===== config.mk =====
export PLATFORM = sky130hd
export DESIGN_NAME = openframe_gpio_cfg_ctrl_flat
export DESIGN_NICKNAME = d
export VERILOG_FILES = /design/src/rtl/openframe_gpio_cfg_ctrl_pkg.sv /design/src/rtl/openframe_gpio_cfg_ctrl_if.sv /design/src/rtl/openframe_gpio_cfg_ctrl_in_sync_edge.sv /design/src/rtl/openframe_gpio_cfg_ctrl.sv /design/src/flat_wrapper.sv
export SDC_FILE = /design/constraint.sdc
export NUM_CORES = 2
export LEC_CHECK = 0
export BUFFER_PORTS_ARGS = -buffer_cell sky130_fd_sc_hd__buf_2
export CORE_MARGIN = 2
export CORE_UTILIZATION = 53
export CTS_BUF_LIST = sky130_fd_sc_hd__clkbuf_16
export CTS_CLUSTER_SIZE = 10
export DETAILED_ROUTE_END_ITERATION = 10
export PLACE_DENSITY = 0.88
export SLEW_MARGIN = 30
export SYNTH_ARGS = -nofsm -noshare
export SYNTH_HDL_FRONTEND = slang
export SYNTH_HIERARCHICAL = 1
export SYNTH_SLANG_ARGS = --single-unit

===== constraint.sdc =====
create_clock -name wb_clk_i -period 10 [get_ports wb_clk_i]
set_input_delay 1 -clock wb_clk_i [delete_from_list [all_inputs] [get_ports wb_clk_i]]
set_output_delay 1 -clock wb_clk_i [all_outputs]
set_load 0.01 [all_outputs]

===== src/rtl/openframe_gpio_cfg_ctrl_pkg.sv =====
// Shared constants for the openframe GPIO pad-configuration controller:
// config-word bit positions, register offsets and the apply FSM states.
package openframe_gpio_pkg;

    localparam int CFG_W = 13;

    localparam int CFG_DM_LSB      = 0;
    localparam int CFG_DM_W        = 3;
    localparam int CFG_INP_DIS     = 3;
    localparam int CFG_IB_MODE_SEL = 4;
    localparam int CFG_VTRIP_SEL   = 5;
    localparam int CFG_SLOW_SEL    = 6;
    localparam int CFG_ANALOG_EN   = 7;
    localparam int CFG_ANALOG_SEL  = 8;
    localparam int CFG_ANALOG_POL  = 9;
    localparam int CFG_OEB         = 10;
    localparam int CFG_OUT         = 11;
    localparam int CFG_IRQ_EN      = 12;

    localparam int RD_SYNC = 16;
    localparam int RD_FLAG = 17;

    // Control registers sit directly above the per-pad words.
    localparam int REG_APPLY_OFS  = 0;
    localparam int REG_STATUS_OFS = 1;

    typedef enum logic [1:0] {
        IDLE,
        HOLD,
        COMMIT,
        RELEASE
    } apply_state_e;

endpackage


===== src/rtl/openframe_gpio_cfg_ctrl_if.sv =====
// Register-bus request/response bundle between the user logic (master)
// and the pad-configuration controller (slave).
interface openframe_gpio_cfg_ctrl_if #(
    parameter int ADDR_W = 6
);
    logic              req_valid;
    logic              req_ready;
    logic              req_we;
    logic [ADDR_W-1:0] req_addr;
    logic [31:0]       req_wdata;
    logic              rsp_valid;
    logic [31:0]       rsp_rdata;

    modport master (
        output req_valid, req_we, req_addr, req_wdata,
        input  req_ready, rsp_valid, rsp_rdata
    );

    modport slave (
        input  req_valid, req_we, req_addr, req_wdata,
        output req_ready, rsp_valid, rsp_rdata
    );
endinterface


===== src/rtl/openframe_gpio_cfg_ctrl_in_sync_edge.sv =====
// Multi-flop synchroniser for asynchronous pad inputs followed by a
// delay flop, producing the synced level and a one-cycle rising-edge strobe.
module gpio_in_sync_edge #(
    parameter int WIDTH       = 44,
    parameter int SYNC_STAGES = 2
) (
    input  logic             clk,
    input  logic             rst,
    input  logic [WIDTH-1:0] raw,
    output logic [WIDTH-1:0] sync,
    output logic [WIDTH-1:0] rise
);
    logic [WIDTH-1:0] stage [SYNC_STAGES];
    logic [WIDTH-1:0] dly;

    always_ff @(posedge clk) begin
        if (rst) begin
            for (int s = 0; s < SYNC_STAGES; s++) stage[s] <= '0;
            dly <= '0;
        end else begin
            stage[0] <= raw;
            for (int s = 1; s < SYNC_STAGES; s++) stage[s] <= stage[s-1];
            dly <= stage[SYNC_STAGES-1];
        end
    end

    assign sync = stage[SYNC_STAGES-1];
    assign rise = sync & ~dly;
endmodule


===== src/rtl/openframe_gpio_cfg_ctrl.sv =====
// Openframe GPIO pad-configuration controller: shadow/live config per pad,
// holdover-protected apply sequence. Edge interrupts under GPIO_CFG_CTRL_IRQ_EN.
module openframe_gpio_cfg_ctrl
    import openframe_gpio_pkg::*;
#(
    parameter int              NUM_PADS    = 44,
    parameter logic [CFG_W-1:0] RESET_CFG  = 13'h0401,
    parameter int              HOLD_CYCLES = 4,
    parameter int              SYNC_STAGES = 2,
    parameter int              ADDR_W      = $clog2(NUM_PADS + 2)
) (
    input  logic                 wb_clk_i,
    input  logic                 wb_rst_i,
    openframe_gpio_cfg_ctrl_if.slave bus,
    input  logic [NUM_PADS-1:0]  gpio_in,
    output logic [NUM_PADS-1:0]  gpio_out,
    output logic [NUM_PADS-1:0]  gpio_oeb,
    output logic [NUM_PADS-1:0]  gpio_dm2,
    output logic [NUM_PADS-1:0]  gpio_dm1,
    output logic [NUM_PADS-1:0]  gpio_dm0,
    output logic [NUM_PADS-1:0]  gpio_inp_dis,
    output logic [NUM_PADS-1:0]  gpio_ib_mode_sel,
    output logic [NUM_PADS-1:0]  gpio_vtrip_sel,
    output logic [NUM_PADS-1:0]  gpio_slow_sel,
    output logic [NUM_PADS-1:0]  gpio_analog_en,
    output logic [NUM_PADS-1:0]  gpio_analog_sel,
    output logic [NUM_PADS-1:0]  gpio_analog_pol,
    output logic [NUM_PADS-1:0]  gpio_holdover,
    output logic                 irq
);
    localparam int CNT_W = $clog2(HOLD_CYCLES + 1);

    apply_state_e     state, state_n;
    logic [CNT_W-1:0] cnt, cnt_n;
    logic             commit_load;

    logic [CFG_W-1:0] shadow [NUM_PADS];
    logic [CFG_W-1:0] live   [NUM_PADS];

    logic                accept, is_pad, pad_wr, apply_go;
    logic [31:0]         rd_data;
    logic [NUM_PADS-1:0] sync_in, flag, irq_en;
    logic                unused_bits;

    assign bus.req_ready = (state == IDLE);
    assign accept   = bus.req_valid && bus.req_ready;
    assign is_pad   = int'(bus.req_addr) < NUM_PADS;
    assign pad_wr   = accept && bus.req_we && is_pad;
    assign apply_go = accept && bus.req_we && bus.req_wdata[0]
                      && (bus.req_addr == ADDR_W'(NUM_PADS + REG_APPLY_OFS));

    always_ff @(posedge wb_clk_i) begin
        if (wb_rst_i) begin
            state <= IDLE;
            cnt   <= '0;
        end else begin
            state <= state_n;
            cnt   <= cnt_n;
        end
    end

    // Live is loaded on the HOLD->COMMIT edge so new values are on the pads during COMMIT.
    always_comb begin
        state_n     = state;
        cnt_n       = cnt;
        commit_load = 1'b0;
        case (state)
            IDLE: begin
                if (apply_go) begin
                    state_n = HOLD;
                    cnt_n   = '0;
                end
            end
            HOLD: begin
                if (cnt == CNT_W'(HOLD_CYCLES - 1)) begin
                    state_n     = COMMIT;
                    commit_load = 1'b1;
                end else begin
                    cnt_n = cnt + 1'b1;
                end
            end
            COMMIT: begin
                state_n = RELEASE;
                cnt_n   = '0;
            end
            RELEASE: begin
                if (cnt == CNT_W'(HOLD_CYCLES - 1)) state_n = IDLE;
                else                                cnt_n   = cnt + 1'b1;
            end
            default: state_n = IDLE;
        endcase
    end

    always_comb begin
        rd_data = '0;
        if (is_pad) begin
            rd_data[CFG_W-1:0] = shadow[bus.req_addr];
            rd_data[RD_SYNC]   = sync_in[bus.req_addr];
            rd_data[RD_FLAG]   = flag[bus.req_addr];
        end else if (bus.req_addr == ADDR_W'(NUM_PADS + REG_STATUS_OFS)) begin
            rd_data[0] = (state != IDLE);
        end
    end

    // out/oeb/irq_en bypass the shadow so they take effect without an apply.
    always_ff @(posedge wb_clk_i) begin
        if (wb_rst_i) begin
            for (int i = 0; i < NUM_PADS; i++) begin
                shadow[i] <= RESET_CFG;
                live[i]   <= RESET_CFG;
            end
            bus.rsp_valid <= 1'b0;
            bus.rsp_rdata <= '0;
        end else begin
            bus.rsp_valid <= accept;
            bus.rsp_rdata <= (accept && !bus.req_we) ? rd_data : '0;
            if (commit_load) begin
                for (int i = 0; i < NUM_PADS; i++) live[i] <= shadow[i];
            end else if (pad_wr) begin
                shadow[bus.req_addr] <= bus.req_wdata[CFG_W-1:0];
                live[bus.req_addr][CFG_IRQ_EN:CFG_OEB] <= bus.req_wdata[CFG_IRQ_EN:CFG_OEB];
            end
        end
    end

    for (genvar i = 0; i < NUM_PADS; i++) begin : g_pad
        assign gpio_dm0[i]         = live[i][CFG_DM_LSB];
        assign gpio_dm1[i]         = live[i][CFG_DM_LSB + 1];
        assign gpio_dm2[i]         = live[i][CFG_DM_LSB + CFG_DM_W - 1];
        assign gpio_inp_dis[i]     = live[i][CFG_INP_DIS];
        assign gpio_ib_mode_sel[i] = live[i][CFG_IB_MODE_SEL];
        assign gpio_vtrip_sel[i]   = live[i][CFG_VTRIP_SEL];
        assign gpio_slow_sel[i]    = live[i][CFG_SLOW_SEL];
        assign gpio_analog_en[i]   = live[i][CFG_ANALOG_EN];
        assign gpio_analog_sel[i]  = live[i][CFG_ANALOG_SEL];
        assign gpio_analog_pol[i]  = live[i][CFG_ANALOG_POL];
        assign gpio_oeb[i]         = live[i][CFG_OEB];
        assign gpio_out[i]         = live[i][CFG_OUT];
        assign irq_en[i]           = live[i][CFG_IRQ_EN];
    end

    assign gpio_holdover = {NUM_PADS{state != IDLE}};

`ifdef GPIO_CFG_CTRL_IRQ_EN
    logic [NUM_PADS-1:0] rise, w1c;

    gpio_in_sync_edge #(
        .WIDTH       (NUM_PADS),
        .SYNC_STAGES (SYNC_STAGES)
    ) u_in_sync (
        .clk  (wb_clk_i),
        .rst  (wb_rst_i),
        .raw  (gpio_in),
        .sync (sync_in),
        .rise (rise)
    );

    always_comb begin
        w1c = '0;
        if (pad_wr && bus.req_wdata[RD_FLAG]) w1c[bus.req_addr] = 1'b1;
    end

    // A fresh edge outranks a simultaneous clear so no event is lost.
    always_ff @(posedge wb_clk_i) begin
        if (wb_rst_i) begin
            flag <= '0;
            irq  <= 1'b0;
        end else begin
            flag <= (flag & ~w1c) | rise;
            irq  <= |(flag & irq_en);
        end
    end

    assign unused_bits = ^{bus.req_wdata[31:18], bus.req_wdata[16:13]};
`else
    assign sync_in = '0;
    assign flag    = '0;
    assign irq     = 1'b0;
    assign unused_bits = ^{bus.req_wdata[31:18], bus.req_wdata[17:13],
                           gpio_in, irq_en, 32'(SYNC_STAGES)};
`endif

endmodule

===== src/flat_wrapper.sv =====
// flat-port wrapper written by rule: the top's interface ports become plain ports
module openframe_gpio_cfg_ctrl_flat import openframe_gpio_pkg::*;
#(
    parameter int              NUM_PADS    = 44,
    parameter logic [CFG_W-1:0] RESET_CFG  = 13'h0401,
    parameter int              HOLD_CYCLES = 4,
    parameter int              SYNC_STAGES = 2,
    parameter int              ADDR_W      = $clog2(NUM_PADS + 2)
)
  (wb_clk_i, wb_rst_i, gpio_in, gpio_out, gpio_oeb, gpio_dm2, gpio_dm1, gpio_dm0, gpio_inp_dis, gpio_ib_mode_sel, gpio_vtrip_sel, gpio_slow_sel, gpio_analog_en, gpio_analog_sel, gpio_analog_pol, gpio_holdover, irq, bus_req_valid, bus_req_we, bus_req_addr, bus_req_wdata, bus_req_ready, bus_rsp_valid, bus_rsp_rdata);
  openframe_gpio_cfg_ctrl_if #(.ADDR_W(ADDR_W)) bus_i ();
  input  logic wb_clk_i;
  input  logic wb_rst_i;
  input  logic [NUM_PADS-1:0] gpio_in;
  output logic [NUM_PADS-1:0] gpio_out;
  output logic [NUM_PADS-1:0] gpio_oeb;
  output logic [NUM_PADS-1:0] gpio_dm2;
  output logic [NUM_PADS-1:0] gpio_dm1;
  output logic [NUM_PADS-1:0] gpio_dm0;
  output logic [NUM_PADS-1:0] gpio_inp_dis;
  output logic [NUM_PADS-1:0] gpio_ib_mode_sel;
  output logic [NUM_PADS-1:0] gpio_vtrip_sel;
  output logic [NUM_PADS-1:0] gpio_slow_sel;
  output logic [NUM_PADS-1:0] gpio_analog_en;
  output logic [NUM_PADS-1:0] gpio_analog_sel;
  output logic [NUM_PADS-1:0] gpio_analog_pol;
  output logic [NUM_PADS-1:0] gpio_holdover;
  output logic irq;
  input wire logic [$bits(bus_i.req_valid)-1:0] bus_req_valid;
  input wire logic [$bits(bus_i.req_we)-1:0] bus_req_we;
  input wire logic [$bits(bus_i.req_addr)-1:0] bus_req_addr;
  input wire logic [$bits(bus_i.req_wdata)-1:0] bus_req_wdata;
  output wire logic [$bits(bus_i.req_ready)-1:0] bus_req_ready;
  output wire logic [$bits(bus_i.rsp_valid)-1:0] bus_rsp_valid;
  output wire logic [$bits(bus_i.rsp_rdata)-1:0] bus_rsp_rdata;
  assign bus_i.req_valid = bus_req_valid;
  assign bus_i.req_we = bus_req_we;
  assign bus_i.req_addr = bus_req_addr;
  assign bus_i.req_wdata = bus_req_wdata;
  assign bus_req_ready = bus_i.req_ready;
  assign bus_rsp_valid = bus_i.rsp_valid;
  assign bus_rsp_rdata = bus_i.rsp_rdata;
  openframe_gpio_cfg_ctrl #(.NUM_PADS(NUM_PADS), .RESET_CFG(RESET_CFG), .HOLD_CYCLES(HOLD_CYCLES), .SYNC_STAGES(SYNC_STAGES), .ADDR_W(ADDR_W)) u_core (.wb_clk_i(wb_clk_i), .wb_rst_i(wb_rst_i), .bus(bus_i), .gpio_in(gpio_in), .gpio_out(gpio_out), .gpio_oeb(gpio_oeb), .gpio_dm2(gpio_dm2), .gpio_dm1(gpio_dm1), .gpio_dm0(gpio_dm0), .gpio_inp_dis(gpio_inp_dis), .gpio_ib_mode_sel(gpio_ib_mode_sel), .gpio_vtrip_sel(gpio_vtrip_sel), .gpio_slow_sel(gpio_slow_sel), .gpio_analog_en(gpio_analog_en), .gpio_analog_sel(gpio_analog_sel), .gpio_analog_pol(gpio_analog_pol), .gpio_holdover(gpio_holdover), .irq(irq));
endmodule

==> out/metrics.csv <==
metric;value;unit
outcome;completed;
root_buffer;clkbuf_16;
ys_async_sr_fraction;0;%
die_width;332;um
fp.dieArea;0.110;mm2
whs_path_depth;1;
via_per_inst;6.59;
r2r-end;u_core/shadow[23][3];
p_total;12.4;mW
grt_max_degree;313;
grt_pass1_vias;38100;
syn_area_per_cell;14.7;um2
worst_setup_path_end_kind;flip-flop;
worstReg2RegStart;u_core/cnt[0];
leakagePower;26.1;nW
postRouteAntennaNets;0;
crit_arrival;5.30;ns
fillers;7317;
io_pins;693;
synth-edff-count;1336;
grt_overflow;0;
numCtsBuffers;154;
hold_viol_final;0;
hp-start;u_core/shadow[38][0];
relSlewSlack;27.5;%
drive_above_1_share;22.9;%
wire_per_inst;32.2;um
place_ws;4.92;ns
ctsResizeCount;0;
port_buffers;609;
min_period;4.72;ns
track_usage;34.2;%
cts_buffer_depth;3;
final_cells;6017;
place.gp.congestion;0.935;
worstPathMaxFanout;51;
htree_levels;4;
synth_seq_area_share;71.0;%
die_y;332;um
ir_worst_vdd;0.128;mV
setup_tns;0;ns
coreArea;0.107;mm2
vias;39700;
first_pass_iters;9;
cp.required;10.58;ns
slowest_delay;0.74;ns
dp_cells;5802;
timing.fmax;212;MHz
antenna_found_initial;33;
cp_common_cell;buf_4;
cp_cell_sequence;buf_8 > buf_4 > buf_4 > buf_4 > mux2_2 > a221oi_1 > a221oi_1 > o21ai_0 > o2111a_1 > o22ai_1;
area_growth;15.6;%
syn_inst;3865;
synthFlopType;edfxtp_1;
criticalPathCategory;input port to flip-flop;
min_to;u_core/live[38][0];
synth_cell_types;72;
synth_seq_cells;1355;
cts.reportedPaths.clkPinSlew;0.06;ns
setup_viol;0;
nNetsFinal;4650;
clk_latency;0.75;ns
drv_slew;0;
slowest_stage;o21ai_0;
p_per_area;189;mW/mm2
drt_iter0_markers;7706;
num_rows;120;
start_util;53.3;%
post-dp-hpwl;122000;um
postCtsSetupBuffers;0;
cts.sinks;1355;
drt_wl_total;194000;um
synth_warnings;7;
skew;0.0287;ns
grt_pass1_wl;269000;um
rr_worst_depth;8;
rsz0062_at_grt;false;
worst_slack;5.28;ns
netlist_area;0.0570;mm2
min_path_type;flip-flop to flip-flop;
maxCapViolations;0;
period_share;47.2;%
start_kind;input port;
rrSetupSlack;5.65;ns
cts_tree;done;
tightest_slew;1.08;ns
hold_buffers;0;
drc;0;
[kinds of logic (layout without fill, tap and decap cells)]
group | count (synthesis) | in the layout | share of synthesized area, %
multiplexers | 195 | 195 | 4.27
buffers and inverters | 423 | 912 | 3.76
AO/OA/AOI/OAI | 539 | 539 | 6.88
flip-flops | 1355 | 1355 | 71.0
other | 1 | 261 | 0.00658
AND/OR/NAND/NOR | 1345 | 1345 | 13.9
adder cells (fa/ha/maj) | 7 | 7 | 0.154
[cells in the final DEF, fill, tap and decap left out, types with 73 or more instances in the layout]
cell type,count
nand2_1,148
and3_1,357
nor2b_1,90
clkbuf_16,160
a221oi_1,104
buf_2,603
edfxtp_1,1336
buf_4,78
a21oi_1,86
mux2i_1,93
a22oi_1,73
conb_1,256
and2_1,444
[flip-flops by register name, indices dropped and copies added, names as in the netlist]
signal and count:
u_core/bus.rsp_valid 1, u_core/bus.rsp_rdata 13, u_core/shadow 808, u_core/live 528, u_core/cnt 3, u_core/state 2
[report_power, final]
part	switching, mW	internal [mW]
Clock	2.12	2.82
Combinational	0.662	0.237
Sequential	0.112	6.47
Total	2.89	9.53
[per-layer routing]
metal,global-route usage [%],part of all wire (%),vias to the layer above
met3,13.1,17,1021
li1,-,-,15600
met4,21.8,8.0,44
met1,41.5,32,19000
met2,51.4,44,4077
met5,0,0.14,-
[stage by stage]
step	cell area (um2)	utilization (%)	hold WS, ns
final	65900	61.6	0.538
after global routing	65900	61.6	0.557
after CTS	65800	61.5	0.527
after detailed placement	61500	57.6	0.517
after global placement	61400	57.5	0.485
after floorplan	58000	-	0.469
[critical path, delay by kind of cell]
kind,cells,cell delay (ns)
AO/OA/AOI/OAI,5,1.54
multiplexers,1,0.40
buffers and inverters,4,2.24
[layout make-up]
| cell class | instances | area, um2 | share of cell area [%] |
|---|---|---|---|
| Clock inverter | 48 | 243 | 0.369 |
| Sequential cell | 1355 | 40500 | 61.5 |
| Inverter | 13 | 55.1 | 0.0836 |
| Tap cell | 1403 | 1760 | 2.67 |
| Timing Repair Buffer | 691 | 3800 | 5.77 |
| Multi-Input combinational cell | 2342 | 15500 | 23.5 |
| Clock buffer | 160 | 4000 | 6.08 |
| Antenna cell | 5 | 12.5 | 0.0190 |
[Yosys cell counts, drive strengths merged, types with 15 or more instances]
library cell	number	share of area [%]
buf	179	2.2
and3	358	3.9
or2	30	0.33
o21a	35	0.46
a21oi	87	0.77
nand2b	59	0.65
nor2	76	0.53
mux2i	93	1.6
a221oi	108	1.7
and2	444	4.9
nor3	27	0.35
dfxtp	19	0.67
o21ai	59	0.52
nor2b	96	1.1
clkbuf	231	1.5
edfxtp	1336	70
a211oi	16	0.22
nand2	148	0.97
or3	65	0.71
nand3	28	0.25
o221ai	15	0.23
a22oi	74	0.98
o22ai	30	0.33
a21o	45	0.59
mux2	71	1.4
mux4	31	1.2
[how the worst max path moves through the flow]
stage                     slack, ns            start  cells after the start                      end
after global placement         4.93  bus_req_addr[0]                     10  u_core/bus.rsp_rdata[8]
after global routing           5.28  bus_req_addr[0]                     10  u_core/bus.rsp_rdata[8]
final                          5.28  bus_req_addr[0]                     10  u_core/bus.rsp_rdata[8]
after CTS                      5.68  bus_req_addr[0]                     10  u_core/bus.rsp_rdata[8]
after floorplan                0.81         wb_rst_i                      6        u_core/live[0][0]
after detailed placement       4.92  bus_req_addr[0]                     10  u_core/bus.rsp_rdata[8]
(Power assumes the default switching activity.)
